===== config.mk =====
export PLATFORM = sky130hd
export DESIGN_NAME = lcd_frame_writer
export DESIGN_NICKNAME = d
export VERILOG_FILES = /design/src/rtl/lcd_pkg.sv /design/src/rtl/lcd_bus_writer.sv /design/src/rtl/lcd_frame_writer.sv
export SDC_FILE = /design/constraint.sdc
export NUM_CORES = 1
export LEC_CHECK = 0
export CORE_ASPECT_RATIO = 2
export CORE_UTILIZATION = 65
export DETAILED_ROUTE_END_ITERATION = 10
export DONT_BUFFER_PORTS = 1
export GPL_TIMING_DRIVEN = 1
export PLACE_DENSITY = 0.87
export SYNTH_ARGS = -nofsm -noshare
export SYNTH_HDL_FRONTEND = slang
export SYNTH_SLANG_ARGS = --single-unit

===== constraint.sdc =====
create_clock -name clk -period 5.47 [get_ports clk]
set_clock_uncertainty 0.2 [all_clocks]
set_input_delay 0.8205 -clock clk [delete_from_list [all_inputs] [get_ports clk]]
set_output_delay 0.8205 -clock clk [all_outputs]
set_load 0.05 [all_outputs]

===== src/rtl/lcd_pkg.sv =====
// Shared command constants, FSM states and bus-word type for the LCD frame writer.
// Optional build macro used by lcd_frame_writer: LCD_FRAME_TE_SYNC_EN.
package lcd_pkg;

  localparam logic [7:0] CMD_CASET = 8'h2A;
  localparam logic [7:0] CMD_PASET = 8'h2B;
  localparam logic [7:0] CMD_RAMWR = 8'h2C;
  localparam int WINDOW_WORDS = 11;

  typedef enum logic [2:0] {
    ST_IDLE,
    ST_READY,
    ST_WAIT_TE,
    ST_WINDOW,
    ST_PIXEL,
    ST_DONE
  } lcd_state_e;

  typedef struct packed {
    logic        rs;
    logic [15:0] data;
  } lcd_word_t;

  // Word idx of the full-screen window preamble: CASET x4 args, PASET x4 args, RAMWR.
  function automatic lcd_word_t window_word(input logic [3:0] idx, input int h_res,
                                            input int v_res);
    logic [15:0] last_col;
    logic [15:0] last_row;
    lcd_word_t   w;
    last_col = 16'(h_res - 1);
    last_row = 16'(v_res - 1);
    w.rs   = 1'b1;
    w.data = 16'h0000;
    case (idx)
      4'd0:    begin w.rs = 1'b0; w.data = {8'h00, CMD_CASET}; end
      4'd3:    w.data = {8'h00, last_col[15:8]};
      4'd4:    w.data = {8'h00, last_col[7:0]};
      4'd5:    begin w.rs = 1'b0; w.data = {8'h00, CMD_PASET}; end
      4'd8:    w.data = {8'h00, last_row[15:8]};
      4'd9:    w.data = {8'h00, last_row[7:0]};
      4'd10:   begin w.rs = 1'b0; w.data = {8'h00, CMD_RAMWR}; end
      default: w.data = 16'h0000;
    endcase
    return w;
  endfunction

endpackage


===== src/rtl/lcd_bus_writer.sv =====
// Drives one 8080-style bus word at a time: holds LCD_DATA/LCD_RS and shapes the
// LCD_WR low/high phases from WR_LOW_CYC/WR_HIGH_CYC.
module lcd_bus_writer
  import lcd_pkg::*;
#(
  parameter int WR_LOW_CYC  = 1,
  parameter int WR_HIGH_CYC = 1
) (
  input  logic        clk,
  input  logic        rstn,
  input  logic        word_valid,
  input  lcd_word_t   word,
  output logic        word_ready,
  output logic        idle,
  output logic        lcd_wr,
  output logic        lcd_rs,
  output logic [15:0] lcd_data
);

  localparam int MAX_CYC = (WR_LOW_CYC > WR_HIGH_CYC) ? WR_LOW_CYC : WR_HIGH_CYC;
  localparam int CNT_W   = $clog2(MAX_CYC + 1);

  logic             active_q, active_d;
  logic             low_q, low_d;
  logic [CNT_W-1:0] cnt_q, cnt_d;
  logic             wr_q, wr_d;
  logic             rs_q, rs_d;
  logic [15:0]      data_q, data_d;
  logic             last_high;

  // A new word may be taken while idle or in the final high cycle of the current one.
  assign last_high  = active_q && !low_q && (cnt_q == CNT_W'(WR_HIGH_CYC - 1));
  assign word_ready = !active_q || last_high;
  assign idle       = !active_q;
  assign lcd_wr     = wr_q;
  assign lcd_rs     = rs_q;
  assign lcd_data   = data_q;

  always_comb begin
    active_d = active_q;
    low_d    = low_q;
    cnt_d    = cnt_q;
    wr_d     = wr_q;
    rs_d     = rs_q;
    data_d   = data_q;
    if (active_q) begin
      if (low_q) begin
        if (cnt_q == CNT_W'(WR_LOW_CYC - 1)) begin
          low_d = 1'b0;
          cnt_d = '0;
          wr_d  = 1'b1;
        end else begin
          cnt_d = cnt_q + CNT_W'(1);
        end
      end else if (last_high) begin
        active_d = 1'b0;
      end else begin
        cnt_d = cnt_q + CNT_W'(1);
      end
    end
    if (word_valid && word_ready) begin
      active_d = 1'b1;
      low_d    = 1'b1;
      cnt_d    = '0;
      wr_d     = 1'b0;
      rs_d     = word.rs;
      data_d   = word.data;
    end
  end

  always_ff @(posedge clk or negedge rstn) begin
    if (!rstn) begin
      active_q <= 1'b0;
      low_q    <= 1'b0;
      cnt_q    <= '0;
      wr_q     <= 1'b1;
      rs_q     <= 1'b1;
      data_q   <= 16'h0000;
    end else begin
      active_q <= active_d;
      low_q    <= low_d;
      cnt_q    <= cnt_d;
      wr_q     <= wr_d;
      rs_q     <= rs_d;
      data_q   <= data_d;
    end
  end

endmodule


===== src/rtl/lcd_frame_writer.sv =====
// Per-frame LCD writer: window preamble, RAMWR, then H_RES*V_RES renderer pixels.
// Build macro LCD_FRAME_TE_SYNC_EN adds lcd_te and holds each frame until a TE rising edge.
module lcd_frame_writer
  import lcd_pkg::*;
#(
  parameter int H_RES       = 240,
  parameter int V_RES       = 320,
  parameter int WR_LOW_CYC  = 1,
  parameter int WR_HIGH_CYC = 1
) (
  input  logic        clk,
  input  logic        rstn,
  input  logic        init_done,
  input  logic        frame_start,
  input  logic [15:0] pix_data,
  input  logic        pix_valid,
  output logic        pix_ready,
  output logic        frame_busy,
  output logic        frame_done,
  output logic        LCD_CS,
  output logic        LCD_RS,
  output logic        LCD_WR,
  output logic [15:0] LCD_DATA
`ifdef LCD_FRAME_TE_SYNC_EN
  ,
  input  logic        lcd_te
`endif
);

  localparam int TOTAL_PIX = H_RES * V_RES;
  localparam int PIX_W     = (TOTAL_PIX > 1) ? $clog2(TOTAL_PIX) : 1;

  lcd_state_e       state_q, state_d;
  logic [3:0]       idx_q, idx_d;
  logic [PIX_W-1:0] pix_cnt_q, pix_cnt_d;
  logic             last_acc_q, last_acc_d;
  logic             cs_q, cs_d;
  logic             busy_q, busy_d;
  logic             done_q, done_d;
  logic             word_valid, word_ready, wr_idle;
  lcd_word_t        word;

`ifdef LCD_FRAME_TE_SYNC_EN
  logic te_meta_q, te_sync_q, te_prev_q, te_rise;
  assign te_rise = te_sync_q && !te_prev_q;

  always_ff @(posedge clk or negedge rstn) begin
    if (!rstn) begin
      te_meta_q <= 1'b0;
      te_sync_q <= 1'b0;
      te_prev_q <= 1'b0;
    end else begin
      te_meta_q <= lcd_te;
      te_sync_q <= te_meta_q;
      te_prev_q <= te_sync_q;
    end
  end
`endif

  assign LCD_CS     = cs_q;
  assign frame_busy = busy_q;
  assign frame_done = done_q;

  // Handshakes (pix_valid/pix_ready and word_valid/word_ready): a transfer happens in a
  // cycle where both are high; valid never depends on ready, and ready may drop anytime.
  always_comb begin
    state_d    = state_q;
    idx_d      = idx_q;
    pix_cnt_d  = pix_cnt_q;
    last_acc_d = last_acc_q;
    cs_d       = cs_q;
    busy_d     = busy_q;
    done_d     = 1'b0;
    word_valid = 1'b0;
    word       = '{rs: 1'b1, data: 16'h0000};
    pix_ready  = 1'b0;
    case (state_q)
      ST_IDLE: if (init_done) state_d = ST_READY;
      ST_READY: begin
        if (frame_start) begin
          busy_d = 1'b1;
`ifdef LCD_FRAME_TE_SYNC_EN
          state_d = ST_WAIT_TE;
`else
          state_d = ST_WINDOW;
          cs_d    = 1'b0;
`endif
        end
      end
      ST_WAIT_TE: begin
`ifdef LCD_FRAME_TE_SYNC_EN
        if (te_rise) begin
          state_d = ST_WINDOW;
          cs_d    = 1'b0;
        end
`else
        state_d = ST_WINDOW;
        cs_d    = 1'b0;
`endif
      end
      ST_WINDOW: begin
        word_valid = 1'b1;
        word       = window_word(idx_q, H_RES, V_RES);
        if (word_ready) begin
          if (idx_q == 4'(WINDOW_WORDS - 1)) begin
            idx_d   = '0;
            state_d = ST_PIXEL;
          end else begin
            idx_d = idx_q + 4'd1;
          end
        end
      end
      ST_PIXEL: begin
        if (!last_acc_q) begin
          pix_ready  = word_ready;
          word_valid = pix_valid;
          word       = '{rs: 1'b1, data: pix_data};
          if (pix_valid && word_ready) begin
            if (pix_cnt_q == PIX_W'(TOTAL_PIX - 1)) begin
              pix_cnt_d  = '0;
              last_acc_d = 1'b1;
            end else begin
              pix_cnt_d = pix_cnt_q + PIX_W'(1);
            end
          end
        end else if (wr_idle) begin
          // Last pixel has finished its high phase; release the panel.
          state_d = ST_DONE;
          done_d  = 1'b1;
          cs_d    = 1'b1;
          busy_d  = 1'b0;
        end
      end
      ST_DONE: begin
        last_acc_d = 1'b0;
        state_d    = ST_READY;
      end
      default: state_d = ST_IDLE;
    endcase
  end

  always_ff @(posedge clk or negedge rstn) begin
    if (!rstn) begin
      state_q    <= ST_IDLE;
      idx_q      <= '0;
      pix_cnt_q  <= '0;
      last_acc_q <= 1'b0;
      cs_q       <= 1'b1;
      busy_q     <= 1'b0;
      done_q     <= 1'b0;
    end else begin
      state_q    <= state_d;
      idx_q      <= idx_d;
      pix_cnt_q  <= pix_cnt_d;
      last_acc_q <= last_acc_d;
      cs_q       <= cs_d;
      busy_q     <= busy_d;
      done_q     <= done_d;
    end
  end

  lcd_bus_writer #(
    .WR_LOW_CYC (WR_LOW_CYC),
    .WR_HIGH_CYC(WR_HIGH_CYC)
  ) u_bus (
    .clk       (clk),
    .rstn      (rstn),
    .word_valid(word_valid),
    .word      (word),
    .word_ready(word_ready),
    .idle      (wr_idle),
    .lcd_wr    (LCD_WR),
    .lcd_rs    (LCD_RS),
    .lcd_data  (LCD_DATA)
  );

endmodule

==> impl_metrics.py <==
metrics = {
    "hold_path": {
        "hold_class": "input pin to async pin",
    },
    "synthesis": {
        "synth_top_cell_area_share_pct": 46.2,
        "synth_seq_area_share_pct": 49.4,
        "yosysMostFrequentCell": "dfrtp_1",
        "yosys_warnings": 0,
        "synth_seq_cells": 49,
        "yosys-top-cells-count": "dfrtp_1, o21ai_0, nand2_1",
        "syn_area_per_cell_um2": 9.73,
        "synthCells": 256,
        "synth_edf_count": 0,
        "yosys.area.top_type": "dfrtp_1",
        "yosysUniqueCellTypes": 52,
        "ys.flop_type": "dfrtp_1",
        "synth.net_count": 278,
        "yosys-top-cells-area": "dfrtp_1, o21ai_0, nand2_1",
        "synthesis.area_um2": 2490,
        "async_flop_share_pct": 100,
    },
    "floorplan": {
        "core_area_um2": 3650,
        "die_w_um": 45.8,
        "ios": 43,
        "die_h_um": 89.5,
        "dieArea_um2": 4100,
        "rows": 31,
        "start_util_pct": 68.3,
    },
    "setup_path": {
        "cp_cell_sequence": "or4b_4, nor2_1",
        "worstSetupPathType": "register to output pin",
        "reg2reg_slack_ns": 2.76,
        "critPathBufInv": 0,
        "worst-path-max-fanout": 12,
        "crit_family": "simple AND/OR/NAND/NOR gates",
        "critPathArrivalTime_ns": 2.14,
        "slowest_stage": "nor2_1",
        "critPathMaxStageDelay_ns": 0.72,
        "cp.required_ns": 4.45,
        "end_kind": "output pin",
        "start_kind": "register",
    },
    "timing": {
        "finalWorstPathRequiredPeriod_ns": 3.16,
        "slew-limit-headroom_pct": 39.6,
        "finalSetupViolCount": 0,
        "hold_viol": 0,
        "worst_slew_pin_slew_ns": 0.902,
        "slew_violations": 0,
        "rsz0062_at_grt": "false",
        "period_share_pct": 57.9,
        "setup_tns_ns": 0,
        "fmax_ghz": 0.316,
    },
    "pwr": {
        "combPwrFrac_pct": 29.4,
        "power_frac_seq_pct": 52.6,
        "p_sw_mw": 0.553,
        "clkPwrFrac_pct": 18.0,
        "swShare_pct": 45.4,
        "peakVddDrop_mv": 0.304,
        "cellLeakagePower_nw": 1.09,
        "internal_power_mw": 0.665,
        "pwr_density_cell_nw_per_um2": 468,
    },
    "layout": {
        "final_layout_size_suffix_gt1_share_pct": 9.16,
        "register_area_um2": 1230,
        "area_growth_pct": 4.62,
        "antenna_cells": 0,
        "multi_input_area_um2": 1170,
        "nets": 272,
        "fillerInstances": 285,
        "layout.cells.non_filler": 300,
    },
    "clocking": {
        "postCtsHoldBufs": 1,
        "htree_levels": 2,
        "clock_latency_ns": 0.31,
        "cts_tree": "done",
        "root_buffer": "clkbuf_8",
        "clock_sinks": 49,
        "cts.reportedPaths.clkPinSlew_ns": 0.09,
        "cts_resized": 0,
        "cts_made_buffers": 5,
        "postCtsSetupBuffers": 0,
        "max-clock-path-buffers": 2,
    },
    "detailed_routing": {
        "detail-route-antenna-nets": 0,
        "wirelength_mm": 5.35,
        "via_count": 1940,
        "drc": 0,
        "wl_per_cell_um": 17.8,
        "drtIter0Drc": 45,
        "vias_per_cell": 6.47,
        "drt_first_pass_iters": 5,
    },
    "placed_design": {
        "dp.cells": 291,
        "dpl.hpwl_mm": 3.77,
        "finalWeightedCongestion": 0.956,
        "numPortBuffers": 0,
    },
    "grt": {
        "grt_max_degree": 47,
        "overflow": 0,
        "grt_antenna_before_repair": 0,
        "grt_use_total_pct": 28.3,
        "grt_pass1_vias": 1795,
        "grt_pass1_wl_mm": 8.15,
    },
    "outcome": {
        "status": "complete, no violations",
    },
    "job": {
        "drv_cap": 0,
    },
}
worst reg2reg max path: cells and delay by family (launching register included):
| kind | cells | cell delay, ns |
|---|---|---|
| AND/OR/NAND/NOR | 3 | 1.77 |
| AO/OA/AOI/OAI | 1 | 0.15 |
| flip-flops | 1 | 0.52 |
power by group through the flow:
stage	registers [mW]	logic [mW]	clock network (mW)
2_1_floorplan	0.593	0.324	0
3_3_place_gp	0.642	0.336	0
3_5_place_dp	0.645	0.343	0
4_1_cts	0.639	0.353	0.227
5_1_grt	0.652	0.401	0.243
6_report	0.641	0.358	0.220
cell usage in the layout (no fill, tap or decap), types with 2 or more instances in the layout:
master	count
and4_1	3
nor2b_1	2
inv_1	7
dfrtp_1	46
nand2_1	24
dfstp_2	3
nor3_1	9
and3_1	4
nor4_1	2
nand4_1	5
clkbuf_8	5
a211oi_1	4
xnor2_1	6
nand2b_1	6
or3_1	3
nand3_1	7
nor2_1	11
a21oi_1	14
nand4bb_1	2
xor2_1	7
nand3b_1	3
or4_1	3
or2_2	2
a22oi_1	2
a22o_1	8
a2bb2oi_1	4
o21ai_0	33
logic make-up (layout without fill, tap and decap cells):
| logic type | count (synthesis) | count (layout) | share of synthesized area (%) |
|---|---|---|---|
| AO/OA/AOI/OAI | 75 | 75 | 18.7 |
| XOR/XNOR | 13 | 13 | 4.57 |
| adder cells (fa/ha/maj) | 1 | 1 | 0.502 |
| buffers and inverters | 21 | 16 | 3.77 |
| flip-flops | 49 | 49 | 49.4 |
| multiplexers | 2 | 2 | 0.854 |
| AND/OR/NAND/NOR | 95 | 95 | 22.2 |
final timing paths:
| check | startpoint | end | cells past startpoint |
|---|---|---|---|
| worst max-delay path | state_q[1]$_DFFE_PN0P_ | pix_ready | 2 |
| worst min-delay path | rstn | idx_q[1]$_DFFE_PN0P_ | 1 |
| worst max register to register | state_q[1]$_DFFE_PN0P_ | pix_cnt_q[11]$_DFFE_PN0P_ | 4 |
| worst min register to register | pix_cnt_q[8]$_DFFE_PN0P_ | pix_cnt_q[8]$_DFFE_PN0P_ | 1 |
| max in group asynchronous | rstn | u_bus.lcd_data[8]$_DFFE_PN0P_ | 1 |
| min in group clk | pix_cnt_q[8]$_DFFE_PN0P_ | pix_cnt_q[8]$_DFFE_PN0P_ | 1 |
through the flow:
stage	hold WS (ns)	utilization (%)	area (µm²)	power, mW	worst slack [ns]
floorplan	0.234	-	2490	0.918	2.73
global placement	0.251	68.1	2480	0.978	2.67
detailed placement	0.253	68.1	2480	0.988	2.66
CTS	0.130	71.4	2610	1.22	2.30
global route	0.124	71.4	2610	1.30	2.24
finish	0.141	71.4	2610	1.22	2.31
metal layers:
layer  track usage (%)  routed length (µm)  up-vias
li1                  -                   -      922
met1              30.2                1980      947
met2              49.9                3000       57
met3              5.45                 207       14
met4              15.8                 162        0
met5                 0                   0        -
final cells by class:
type	instances	area share (%)
sequential	49	47.2
clock inverter	3	0.961
timing repair buffer	1	1.06
inverter	7	1.01
clock buffer	5	2.64
tap	49	2.35
multi-input combinational	186	44.8
registers in the layout (all words and copies together) (netlist names):
signal and flops:
frame_busy 1, u_bus.low_q 1, idx_q 4, u_bus.cnt_q 1, u_bus.lcd_wr 1, LCD_CS 1
u_bus.active_q 1, pix_cnt_q 17, frame_done 1, u_bus.lcd_rs 1, state_q 3, last_acc_q 1
u_bus.lcd_data 16
Power figures use the tool's default switching activity.
